===== src/rtl/mem_arbiter_pkg.sv =====
// Shared types and constants for the two-port (I$/D$) memory arbiter.
package mem_arbiter_pkg;

  typedef enum logic [1:0] {
    IDLE = 2'd0,
    GNT0 = 2'd1,
    GNT1 = 2'd2,
    TURN = 2'd3
  } arb_state_e;

  localparam int   NUM_PORTS   = 2;
  localparam logic PORT_ICACHE = 1'b0;
  localparam logic PORT_DCACHE = 1'b1;

endpackage


===== src/rtl/mem_arbiter_rr_pick.sv =====
// Two-request round-robin selector: on contention the port that did not win last time goes.
module rr_pick
  import mem_arbiter_pkg::*;
(
  input  logic [NUM_PORTS-1:0] req,
  input  logic                 last,
  output logic                 vld,
  output logic                 pick
);

  always_comb begin
    vld  = |req;
    pick = PORT_ICACHE;
    if (&req)                 pick = ~last;
    else if (req[PORT_DCACHE]) pick = PORT_DCACHE;
  end

endmodule


===== src/rtl/mem_arbiter.sv =====
// Arbitrates instruction- and data-cache line requests onto a single memory port.
module mem_arbiter
  import mem_arbiter_pkg::*;
#(
  parameter int DATA_W = 256,
  parameter int ADDR_W = 32
) (
  input  logic              clk_i,
  input  logic              rst_i,
  input  logic              p0_enable_i,
  input  logic              p0_write_i,
  input  logic [ADDR_W-1:0] p0_addr_i,
  input  logic [DATA_W-1:0] p0_data_i,
  output logic              p0_ack_o,
  input  logic              p1_enable_i,
  input  logic              p1_write_i,
  input  logic [ADDR_W-1:0] p1_addr_i,
  input  logic [DATA_W-1:0] p1_data_i,
  output logic              p1_ack_o,
  output logic [DATA_W-1:0] p_data_o,
  output logic              mem_enable_o,
  output logic              mem_write_o,
  output logic [ADDR_W-1:0] mem_addr_o,
  output logic [DATA_W-1:0] mem_data_o,
  input  logic [DATA_W-1:0] mem_data_i,
  input  logic              mem_ack_i,
  output logic              busy_o
);

  arb_state_e state;
  logic       last_gnt;
  logic       pick_vld;
  logic       pick;

  rr_pick u_rr_pick (
    .req  ({p1_enable_i, p0_enable_i}),
    .last (last_gnt),
    .vld  (pick_vld),
    .pick (pick)
  );

  // Acks are qualified by the grant state so stray memory acks never reach a port.
  assign p0_ack_o = (state == GNT0) && mem_ack_i;
  assign p1_ack_o = (state == GNT1) && mem_ack_i;
  assign p_data_o = mem_data_i;

  always_ff @(posedge clk_i or negedge rst_i) begin
    if (!rst_i) begin
      state        <= IDLE;
      last_gnt     <= PORT_DCACHE;
      mem_enable_o <= 1'b0;
      busy_o       <= 1'b0;
      mem_write_o  <= 1'b0;
      mem_addr_o   <= '0;
      mem_data_o   <= '0;
    end else begin
      case (state)
        IDLE: if (pick_vld) begin
          state        <= pick ? GNT1 : GNT0;
          last_gnt     <= pick;
          mem_enable_o <= 1'b1;
          busy_o       <= 1'b1;
          mem_write_o  <= pick ? p1_write_i : p0_write_i;
          mem_addr_o   <= pick ? p1_addr_i  : p0_addr_i;
          mem_data_o   <= pick ? p1_data_i  : p0_data_i;
        end
        GNT0, GNT1: if (mem_ack_i) begin
          state        <= TURN;
          mem_enable_o <= 1'b0;
          busy_o       <= 1'b0;
        end
        // One dead cycle lets the completed requester drop enable before re-arbitration.
        TURN:    state <= IDLE;
        default: state <= IDLE;
      endcase
    end
  end

endmodule


===== config.mk =====
export PLATFORM = sky130hd
export DESIGN_NAME = mem_arbiter
export DESIGN_NICKNAME = d
export VERILOG_FILES = /design/src/rtl/mem_arbiter_pkg.sv /design/src/rtl/mem_arbiter_rr_pick.sv /design/src/rtl/mem_arbiter.sv
export SDC_FILE = /design/constraint.sdc
export NUM_CORES = 1
export LEC_CHECK = 0
export ABC_CLOCK_PERIOD_IN_PS = 1700
export CORE_AREA = 8 8 529 531
export CTS_CLUSTER_DIAMETER = 200
export CTS_CLUSTER_SIZE = 40
export DETAILED_ROUTE_END_ITERATION = 8
export DIE_AREA = 0 0 537 539
export SLEW_MARGIN = 20
export SYNTH_ARGS = -nofsm -noshare
export SYNTH_HDL_FRONTEND = slang
export SYNTH_HIERARCHICAL = 1
export SYNTH_SLANG_ARGS = --single-unit

===== constraint.sdc =====
create_clock -name clk_i -period 1.7 [get_ports clk_i]
set_clock_uncertainty 0.1 [all_clocks]
set_input_delay 0.17 -clock clk_i [delete_from_list [all_inputs] [get_ports clk_i]]
set_output_delay 0.17 -clock clk_i [all_outputs]
set_load 0.02 [all_outputs]

==> results.toml <==
[global_routing]
track_usage_pct = 12.5
antenna_found_initial = 123
grt_max_degree = 80
overflow = 0
grt_pass1_wl_um = 226000
grt_pass1_vias = 16787

[clock_network]
cts-root-buf = "clkbuf_16"
clk_latency_ps = 670
clockBufferDepth = 3
h-tree-depth = 1
cts_tree = "done"
clkSinkCount = 293
path_clk_slew_ps = 140
numCtsBuffers = 17

[synth]
synth_fa_ha_area_share_pct = 0.322
yosysUniqueCellTypes = 22
synth_area_leaders = "dfrtp_1 (47%), mux2i_1 (19%), buf_4 (13%), a21oi_1 (8.7%), nor2_1 (6.5%)"
synthXorXnorAreaFrac_pct = 0
synth_top_area_cell = "dfrtp_1"
synthMuxAreaShare_pct = 18.9
synthTopCellsByCount = "dfrtp_1 (292), mux2i_1 (290), nor2_1 (270), a21oi_1 (269), buf_4 (269)"
synth_top_family_by_area = "multiplexers"
syn_nets = 2384
synthArstFlopShare_pct = 100
synthSimpleGateAreaFrac_pct = 7.57
synth_top_area_share_pct = 46.9
ys_seq_area_share_pct = 47.1
synth-edff-count = 0
yosys_warnings = 6
synth_top_flop_cell = "dfrtp_1"
synth-seq-cells = 293
synthesis.area_mm2 = 0.0156
synthCells = 1541
synth_compound_area_share_pct = 9.93
avgSynthCellArea_um2 = 10.1
synth.most_common_cell = "dfrtp_1"

[routing]
avgRoutedWirePerCell_um = 31.5
detail-route-antenna-nets = 0
wl_um = 194000
vias = 15989
drt_first_pass_iters = 5
drt_iter0_markers = 712
drc_errors = 0
via_per_inst = 2.59

[layout]
nNetsFinal = 3386
fill_cells = 30932
area_growth_pct = 105
final_cells = 6169
drive_above_1_share_pct = 22.2

[die]
fp.coreArea_mm2 = 0.272
rows = 192
initial_core_util_pct = 5.72
fp.dieH_um = 539
die_x_um = 537
die_area_mm2 = 0.289
io_pins = 1388

[timing]
finalCritPeriodShare_pct = 116
setup_violations = 295
setup_ws_ps = -268
fin_crit_ps = 1970
final_hold_viol_count = 0
rsz0062_at_grt = "yes"
max_freq_mhz = 508
worst_pin_slew_ps = 467
drv_slew = 0
slew_headroom_pct = 68.9

[outcome]
violations = "setup timing"
outcome = "complete, but fails checks"

[power]
p_leak_uw = 0.0121
power.density_mw_per_mm2 = 1540
peakVddDrop_uv = 982

[worst_setup_path]
reg2reg_slack_ps = -270
criticalPathCategory = "register to register"
worstReg2RegStart = "state[0]"
rr_endpoint = "mem_data_o[53]"
worst_setup_path_end_kind = "register"
r2r_cells = 10
critPathLaunchType = "register"
worstPathRequired_ps = 2160
crit_arrival_ps = 2430
path_max_fanout = 9

[hold_path]
hold_start = "p1_data_i[126]"
whs_path_depth = 3
whs_endpoint = "mem_data_o[126]"
holdCritPathClass = "input pin to register"

[placed_design]
dp_hpwl_um = 174000
place_inst = 5777
gp_congestion = 0.924
port_buffers = 875
pre_cts_slack_ps = -966

[job]
maxCapViolCount = 0
==> per-stage QoR <==
step / util, % / TNS [ps] / instance area, µm² / total power [µW] / hold WS (ps)
detailed placement: 10.1 / -235180 / 27500 / 42900 / -16.1
floorplan: - / 0 / 15600 / 24700 / -226
global placement: 10.1 / -236520 / 27500 / 42600 / -20.8
global route: 11.7 / -78650 / 31800 / 52300 / 36.1
CTS: 11.4 / -57610 / 31100 / 49500 / 1.07
finish: 11.7 / -53780 / 31900 / 49200 / 67.0
==> placed cells by master, fill, tap and decap left out, types with 3 or more instances in the layout <==
cell             instances
buf_2                   73
a21oi_1                266
mux2i_1                270
nand2_1                  3
dfrtp_2                  4
buf_4                  241
a21oi_2                 23
buf_16                   8
dfrtp_1                288
clkdlybuf4s15_2         37
clkbuf_16               26
nor2_1                 267
dlygate4sd3_1          289
and2_4                   3
clkinv_16                7
clkdlybuf4s50_1        581
mux2i_2                 18
buf_6                   29
dlygate4sd2_1            6
diode_2                 27
nor2_2                  22
inv_1                    3
buf_12                  53
clkdlybuf4s15_1          5
buf_8                    7
==> where the power goes <==
part / total, µW / internal, µW / switching, µW
sequential: 13100 / 10500 / 2630
combinational: 30300 / 11900 / 18400
clock: 5860 / 2300 / 3560
total: 49200 / 24600 / 24600
==> flip-flops by register name, indices dropped and copies added (netlist names) <==
signal and count:
mem_data_o 256, busy_o 1, mem_write_o 1, state 2, last_gnt 1, mem_addr_o 32
==> worst max-delay path by stage <==
stage,startpoint,to,slack [ps],cells after the start
after floorplan,state[0],mem_data_o[246],100,9
after global placement,p0_enable_i,mem_data_o[33],-950,7
after detailed placement,p0_enable_i,mem_data_o[33],-970,7
after CTS,state[0],p1_ack_o,-360,5
after global routing,state[0],mem_data_o[53],-350,10
final,state[0],mem_data_o[53],-270,10
==> metal layers <==
layer  track usage [%]  routed length [µm]
met1              12.7               68300
met3              9.79               34100
met5             0.200                 567
met2              19.6               84900
met4              3.64                6560
==> final cells by class <==
type | instances | area (µm²) | share of cell area, %
Timing Repair Buffer | 1338 | 13300 | 41.9
Multi-Input combinational cell | 888 | 5870 | 18.4
Sequential cell | 293 | 7340 | 23.0
Tap cell | 3589 | 4490 | 14.1
Clock inverter | 12 | 299 | 0.939
Clock buffer | 17 | 425 | 1.34
Inverter | 5 | 18.8 | 0.0589
Antenna cell | 27 | 67.6 | 0.212
==> cells by family after synthesis <==
kind of cell               after synthesis
buffers and inverters                  360
AOI/OAI and AO/OA                      293
adders and majority gates                4
and+or+nand+nor                        298
muxes                                  293
DFF                                    293
==> worst max-delay path, cell delays in order, from the launching register on <==
cell and delay (ps):
dfrtp_1 390, inv_2 60, ha_1 220, buf_12 140
and2_4 150, buf_4 150, buf_16 150, buf_6 170
buf_4 140, nor2_1 80, a21oi_1 50
==> repair_timing <==
| action | CTS | global route |
|---|---|---|
| hold buffers | 290 | 0 |
| pin swaps | 7 | 1 |
| resized for setup | 524 | 50 |
| cloned | 1 | 9 |
| hold endpoints to repair | 461 | 0 |
| setup endpoints to repair | 432 | 300 |
| buffers inserted | 12 | 24 |
Note: power is estimated with default switching activity, not from simulation.
